$ cat config.mk
export PLATFORM = sky130hd
export DESIGN_NAME = palindrome_generator
export DESIGN_NICKNAME = d
export VERILOG_FILES = /design/src/rtl/palindrome_pkg.sv /design/src/rtl/bit_reverse.sv /design/src/rtl/palindrome_generator.sv
export SDC_FILE = /design/constraint.sdc
export NUM_CORES = 1
export LEC_CHECK = 0
export ABC_AREA = 0
export ABC_CLOCK_PERIOD_IN_PS = 3200
export CORE_AREA = 2 2 55 57
export DETAILED_ROUTE_END_ITERATION = 8
export DIE_AREA = 0 0 57 59
export SLEW_MARGIN = 0
export SYNTH_ARGS = -nofsm -noshare
export SYNTH_HDL_FRONTEND = slang
export SYNTH_HIERARCHICAL = 1
export SYNTH_SLANG_ARGS = --single-unit
$ cat constraint.sdc
create_clock -name clk -period 3.2 [get_ports clk]
set_input_delay 0.48 -clock clk [delete_from_list [all_inputs] [get_ports clk]]
set_output_delay 0.48 -clock clk [all_outputs]
set_load 0.02 [all_outputs]
$ cat src/rtl/palindrome_pkg.sv
// Shared definitions for the palindrome generator: FSM state encoding and default word width.
package palindrome_pkg;

   localparam int DEFAULT_WIDTH = 8;

   typedef enum logic [1:0] {
      IDLE = 2'b00,
      EMIT = 2'b01,
      DONE = 2'b10
   } state_t;

endpackage

$ cat src/rtl/bit_reverse.sv
// Purely combinational bit-order reversal; supplies the mirrored lower half of each word.
module bit_reverse #(
   parameter int HALF = 4
) (
   input  logic [HALF-1:0] i_data,
   output logic [HALF-1:0] o_data
);

   for (genvar i = 0; i < HALF; i++) begin : g_rev
      assign o_data[i] = i_data[HALF-1-i];
   end

endmodule

$ cat src/rtl/palindrome_generator.sv
// Emits bursts of palindromic words {h, reverse(h)} with a valid/ready handshake; h increments per transfer.
module palindrome_generator
   import palindrome_pkg::*;
#(
   parameter int WIDTH = DEFAULT_WIDTH
) (
   input  logic               clk,
   input  logic               rst_n,
   input  logic               start,
   input  logic [WIDTH/2-1:0] seed,
   input  logic [WIDTH/2:0]   count,
   output logic [WIDTH-1:0]   data_out,
   output logic               valid,
   input  logic               ready,
   output logic               busy,
   output logic               done
);

   localparam int HALF = WIDTH / 2;

   state_t          r_state, w_state_nxt;
   logic [HALF-1:0] r_h, w_h_nxt, w_h_rev;
   logic [HALF:0]   r_remaining, w_remaining_nxt;
   logic            r_valid, r_busy, r_done;
   logic            w_xfer;

   assign w_xfer = r_valid && ready;

   always_comb begin
      // NOTE: every variable gets a default first so no path leaves it unassigned (no latch).
      w_state_nxt     = r_state;
      w_h_nxt         = r_h;
      w_remaining_nxt = r_remaining;
      unique case (r_state)
         IDLE: begin
            if (start) begin
               if (count != '0) begin
                  w_state_nxt     = EMIT;
                  w_h_nxt         = seed;
                  w_remaining_nxt = count;
               end else begin
                  w_state_nxt = DONE;
               end
            end
         end
         EMIT: begin
            if (w_xfer) begin
               w_h_nxt         = r_h + HALF'(1);
               w_remaining_nxt = r_remaining - (HALF+1)'(1);
               if (r_remaining == (HALF+1)'(1)) w_state_nxt = DONE;
            end
         end
         DONE:    w_state_nxt = IDLE;
         default: w_state_nxt = IDLE;
      endcase
   end

   // Flags are registered from the next state so they change exactly with the state.
   always_ff @(posedge clk or negedge rst_n) begin
      if (!rst_n) begin
         r_state     <= IDLE;
         r_h         <= '0;
         r_remaining <= '0;
         r_valid     <= 1'b0;
         r_busy      <= 1'b0;
         r_done      <= 1'b0;
      end else begin
         // NOTE: non-blocking assignments so all registers update from pre-edge values.
         r_state     <= w_state_nxt;
         r_h         <= w_h_nxt;
         r_remaining <= w_remaining_nxt;
         r_valid     <= (w_state_nxt == EMIT);
         r_busy      <= (w_state_nxt != IDLE);
         r_done      <= (w_state_nxt == DONE);
      end
   end

   bit_reverse #(
      .HALF (HALF)
   ) u_bit_reverse (
      .i_data (r_h),
      .o_data (w_h_rev)
   );

   assign data_out = r_valid ? {r_h, w_h_rev} : '0;
   assign valid    = r_valid;
   assign busy     = r_busy;
   assign done     = r_done;

endmodule

==> results of run 1 <==
## routing by layer
layer	part of all wire	track usage	vias up
li1	-	-	370
met1	0.45	0.158	367
met2	0.45	0.209	33
met3	0.063	0.0306	9
met4	0.030	0.0731	0
met5	0	0	-
## cells by family after synthesis
| logic type | share of synthesized area |
|---|---|
| multiplexers | 0.0420 |
| buffers and inverters | 0.0608 |
| AO/OA/AOI/OAI | 0.223 |
| adder cells (fa/ha/maj) | 0.0434 |
| flip-flops | 0.405 |
| AND/OR/NAND/NOR | 0.226 |
## critical path, stage by stage
cell and delay (ns):
clkdlybuf4s50_1 0.47, or4_4 0.55, o211ai_4 0.31, nand2_4 0.13
mux2_4 0.31
## layout by cell type (no fill, tap or decap), types with 2 or more instances in the layout
cell type        count
and2_1               8
a32o_1               2
inv_1                4
a211oi_1             2
nor2_1               9
nand2_1              6
nor2b_1              2
nand3_1              5
clkbuf_4             3
ha_1                 3
o21ai_0              6
dfrtp_1             14
a21oi_1              3
clkdlybuf4s50_1     23
## layout make-up
class,count,share of cell area
Inverter,4,0.0134
Multi-Input combinational cell,67,0.413
Sequential cell,14,0.313
Tap cell,31,0.0347
Timing Repair Buffer,23,0.206
Clock buffer,3,0.0201
## flip-flops by register name (all words and copies together) (netlist names)
name and flops:
r_remaining 5, r_h 4, r_state 2, busy 1, done 1, valid 1
## synthesized netlist by cell type, drive strengths merged, types with 2 or more instances
| cell type | instances |
|---|---|
| a211oi | 2 |
| a21oi | 3 |
| a32o | 2 |
| and2 | 8 |
| buf | 4 |
| clkbuf | 2 |
| dfrtp | 14 |
| ha | 3 |
| inv | 4 |
| mux2 | 2 |
| nand2 | 7 |
| nand3 | 5 |
| nor2 | 9 |
| nor2b | 2 |
| o211ai | 2 |
| o21ai | 6 |
## metrics by stage
stage	cells	setup slack (ns)
finish	142	1.12
global route	142	1.08
CTS	142	1.14
detailed placement	139	0.837
global placement	139	0.867
floorplan	91	1.37
## how the worst max path moves through the flow
stage	to	cells past startpoint
2_1_floorplan	r_h[1]	4
3_3_place_gp	r_h[1]	5
3_5_place_dp	r_h[1]	5
4_1_cts	r_h[1]	5
5_1_grt	data_out[2]	2
6_report	r_h[1]	5
## power breakdown
part	internal (uW)	switching [uW]	total, uW
clock	43.7	57.1	101
combinational	295	261	557
sequential	243	79.7	323
total	583	398	981
==> run_results.csv, run 1 <==
group,metric,value,unit
place,portBuffers,23,
route,drt_iter0_markers,17,
synth,yosysTopAreaCell,"dfrtp_1",
job,maxCapViolCount,0,
synth,synthArstFlopShare,1.00,
synth,ys_ff_latch,14,
cells_and_area,final_nets,129,
setup_path,required,3.37,ns
route,drc,0,
sta,fin_crit_sh,0.650,
synth,ys.flop_type,"dfrtp_1",
setup_path,reg2reg_depth,4,
clock_network,insertion_delay,0.28,ns
clock_network,clockRootBuffer,"clkbuf_4",
synth,yosysUniqueCellTypes,35,
sta,timing.slew.headroom,0.585,
synth,synth_area_leaders,"dfrtp_1 (41%), and2_1 (5.8%), ha_1 (4.3%), nor2_1 (3.9%), o21ai_0 (3.5%)",
floorplan,std_cell_rows,19,
setup_path,cp-end-kind,"flop",
route,wirelength,1.95,mm
place,placed_cell_area,1100,um2
cells_and_area,synthToLayoutAreaGrowth,29.4,%
global_route,grt_pass1_wl,3.30,mm
synth,synth_top_cell_area_share,0.405,
floorplan,core_area,2710,um2
run_status,status,"completed",
place,gp_congestion,0.910,
min_path,hold_start,"r_remaining[3]",
clock_network,cts_tree,"done",
synth,postSynthAreaPerCell,9.50,um2
route,firstDrtPassIters,5,
clock_network,ctsHoldBuffers,0,
route,vias_per_cell,5.49,
global_route,antenna_found_initial,0,
global_route,grt_usage,0.129,
route,vias,779,
pwr,power,981,uW
clock_network,path_clk_slew,0.08,ns
sta,worst_slew_pin_slew,0.621,ns
floorplan,io_pins,24,
sta,fmax,0.481,GHz
synth,syn_nets,107,
synth,syn_area,865,um2
pwr,power_density,877,nW/um2
clock_network,cts_resized,0,
cells_and_area,multi_input_area,462,um2
cells_and_area,finalCoreUtilization,0.413,
clock_network,clk_path_buf_depth,2,
cells_and_area,final-seq-area,350,um2
setup_path,r2r-start,"r_state[0]",
cells_and_area,antennaDiodeCount,0,
clock_network,cts_setup_buffers,0,
sta,period_minus_slack,2.08,ns
setup_path,crit_start,"count[0]",
route,ant_nets,0,
min_path,hold_class,"reg2reg",
sta,whs,0.574,ns
floorplan,die_height,59,um
setup_path,reg2reg_slack,1.50,ns
pwr,ir_worst_vdd,528,uV
floorplan,dieArea,3360,um2
global_route,first_global_vias,716,
place,hpwl,1.48,mm
min_path,min_to,"r_remaining[3]",
cells_and_area,fin_area,1120,um2
global_route,grt_max_degree,15,
floorplan,initial_core_util,0.319,
setup_path,criticalPathCategory,"in2reg",
cells_and_area,fillCellCount,283,
setup_path,worst_setup_path_start_kind,"input port",
setup_path,crit_path_max_fanout,8,
sta,rsz0062_at_grt,"false",
sta,slew_violations,0,
synth,yosys_warnings,6,
sta,tns,0,ns
setup_path,r2r_end,"r_h[1]",
sta,hold_viol_final,0,
sta,fin_skew,0.00244,ns
cells_and_area,drive_above_1_share,0.0811,
floorplan,die-width,57,um
route,wl_per_cell,13.7,um
min_path,hold_path_depth,2,
clock_network,htreeDepth,1,
global_route,grt-ovfl-total,0,
sta,setup_violations,0,
setup_path,arrival,2.25,ns
pwr,leakagePower,0.000473,uW
clock_network,numCtsBuffers,3,
clock_network,clock-sinks,14,
synth,syn_inst,91,
synth,synth_seq_area_share,0.405,
synth,synth_enable_flop_cells,0,
(Power assumes the default switching activity.)
==> run 2, diff against run 1 <==
--- a/config.mk
+++ b/config.mk
@@ -6,7 +6,7 @@
 export NUM_CORES = 1
 export LEC_CHECK = 0
 export ABC_AREA = 0
-export ABC_CLOCK_PERIOD_IN_PS = 3200
+export ABC_CLOCK_PERIOD_IN_PS = 2100
 export CORE_AREA = 2 2 55 57
 export DETAILED_ROUTE_END_ITERATION = 8
 export DIE_AREA = 0 0 57 59
==> constraint.sdc (replaced) <==
create_clock -name clk -period 2.1 [get_ports clk]
set_input_delay 0.315 -clock clk [delete_from_list [all_inputs] [get_ports clk]]
set_output_delay 0.315 -clock clk [all_outputs]
set_load 0.02 [all_outputs]
==> run_results.csv, run 2 (synthesis results as in run 1) <==
group,metric,value,unit
run_status,status,"completed",
floorplan,die-width,57,um
sta,tns,0,ns
cells_and_area,largest_register,"r_remaining",
floorplan,core_area,2710,um2
global_route,top_usage_layer,"met2",
place,placed_cell_area,1120,um2
global_route,first_global_vias,690,
place,portBuffers,23,
setup_path,cpPeakStageDelay,0.60,ns
min_path,hold_class,"in2async",
clock_network,clockRootBuffer,"clkbuf_4",
route,drt_iter0_markers,23,
setup_path,criticalPathCategory,"reg2out",
setup_path,crit_path_max_fanout,11,
clock_network,clock-sinks,14,
cells_and_area,drive_above_1_share,0.113,
cells_and_area,largestRegisters,"r_remaining (5), r_h (4), r_state (2)",
setup_path,path_cells,"and2_1 -> clkdlybuf4s50_1",
clock_network,cts_tree,"done",
global_route,grt-ovfl-total,0,
cells_and_area,synthToLayoutAreaGrowth,33.6,%
global_route,grt_pass1_wl,3.15,mm
cells_and_area,final_cell_mix,"clkdlybuf4s50_1 (23), dfrtp_1 (14), nor2_1 (9)",
route,wirelength,1.93,mm
sta,period_minus_slack,1.85,ns
pwr,power_switching,607,uW
floorplan,io_pins,24,
global_route,antenna_found_initial,0,
sta,fin_crit_sh,0.883,
pwr,combPwrFrac,0.556,
sta,setup_slack,0.246,ns
clock_network,numCtsBuffers,3,
pwr,power_density,1340,nW/um2
clock_network,cts_setup_buffers,0,
sta,fin_skew,0.000713,ns
sta,fmax,0.539,GHz
route,ant_nets,0,
setup_path,required,1.78,ns
floorplan,std_cell_rows,19,
clock_network,cts_resized,0,
setup_path,cp-end-kind,"output pin",
clock_network,clk_path_buf_depth,2,
route,wl_per_cell,13.2,um
route,vias,779,
pwr,p_clk_frac,0.126,
clock_network,htreeDepth,1,
global_route,grt.met2_usage,0.197,
route,firstDrtPassIters,4,
cells_and_area,final_common_cell,"clkdlybuf4s50_1",
clock_network,path_clk_slew,0.08,ns
setup_path,cpLargestDelayFamily,"buffers and inverters",
setup_path,slowest_stage,"clkdlybuf4s50_1",
sta,hold_viol_final,0,
route,vias_per_cell,5.34,
floorplan,initial_core_util,0.319,
sta,worst_slew_pin_slew,0.634,ns
global_route,use_met1,0.154,
pwr,leakagePower,0.000493,uW
cells_and_area,antennaDiodeCount,0,
clock_network,ctsHoldBuffers,0,
pwr,ir_worst_vdd,810,uV
pwr,p_int,939,uW
setup_path,worst_setup_path_start_kind,"flop",
pwr,power_switching_share,0.392,
sta,slew_violations,0,
floorplan,die_height,59,um
pwr,p_seq_frac,0.318,
global_route,use_met3,0.0306,
cells_and_area,fillCellCount,271,
route,drc,0,
cells_and_area,final_nets,132,
cells_and_area,fin_area,1150,um2
floorplan,dieArea,3360,um2
sta,setup_violations,0,
clock_network,insertion_delay,0.28,ns
place,gp_congestion,0.926,
pwr,power,1550,uW
cells_and_area,largest_reg_flops,5,
place,hpwl,1.47,mm
job,maxCapViolCount,0,
place,place_ws,-0.000151,ns
sta,whs,0.419,ns
global_route,grt_usage,0.121,
setup_path,path_buf_inv,1,
global_route,grt_max_degree,15,
sta,rsz0062_at_grt,"false",
setup_path,arrival,1.54,ns
sta,timing.slew.headroom,0.576,
run 2: cell types whose count changed in the layout (fill, tap and decap cells not counted):
cell | previous run | this run
clkbuf_8 | 0 | 1
buf_4 | 0 | 3
run 2: through the flow:
| step | util | std cells |
|---|---|---|
| after floorplan | - | 91 |
| after global placement | 0.413 | 142 |
| after detailed placement | 0.413 | 142 |
| after CTS | 0.426 | 146 |
| after global routing | 0.426 | 146 |
| final | 0.426 | 146 |
run 2: power groups by stage:
stage / Clock [uW] / Combinational, uW / Sequential (uW)
3_5_place_dp: 0 / 860 / 496
6_report: 195 / 859 / 492
2_1_floorplan: 0 / 607 / 464
5_1_grt: 225 / 941 / 509
4_1_cts: 202 / 867 / 490
3_3_place_gp: 0 / 855 / 492
run 2: final cells by class:
type | count | area, um2 | share of cell area
clock buffer | 4 | 36.3 | 0.0314
inverter | 4 | 15.0 | 0.0130
multi-input combinational | 67 | 462 | 0.400
sequential | 14 | 350 | 0.303
tap | 31 | 38.8 | 0.0336
timing repair buffer | 26 | 253 | 0.219
run 2: final timing paths:
kind	cells past startpoint	slack, ns	end	startpoint
hold / removal	1	0.42	r_remaining[3]	rst_n
min in group clk	2	0.57	r_remaining[3]	r_remaining[3]
max in group asynchronous	1	1.27	r_remaining[4]	rst_n
setup reg to reg	4	0.37	r_state[1]	r_state[0]
setup / recovery	2	0.25	data_out[0]	valid
hold reg to reg	2	0.57	r_remaining[3]	r_remaining[3]
run 2: worst register-to-register path: stages, from the launching register on:
cell and delay [ns]:
dfrtp_1 0.63, nand3_1 0.23, nor4bb_1 0.53, a21oi_1 0.13, nor2_1 0.13
run 2: layer usage:
layer / part of all wire / wire (um)
met1: 0.44 / 850
met2: 0.48 / 931
met3: 0.063 / 121
met4: 0.013 / 26
met5: 0 / 0
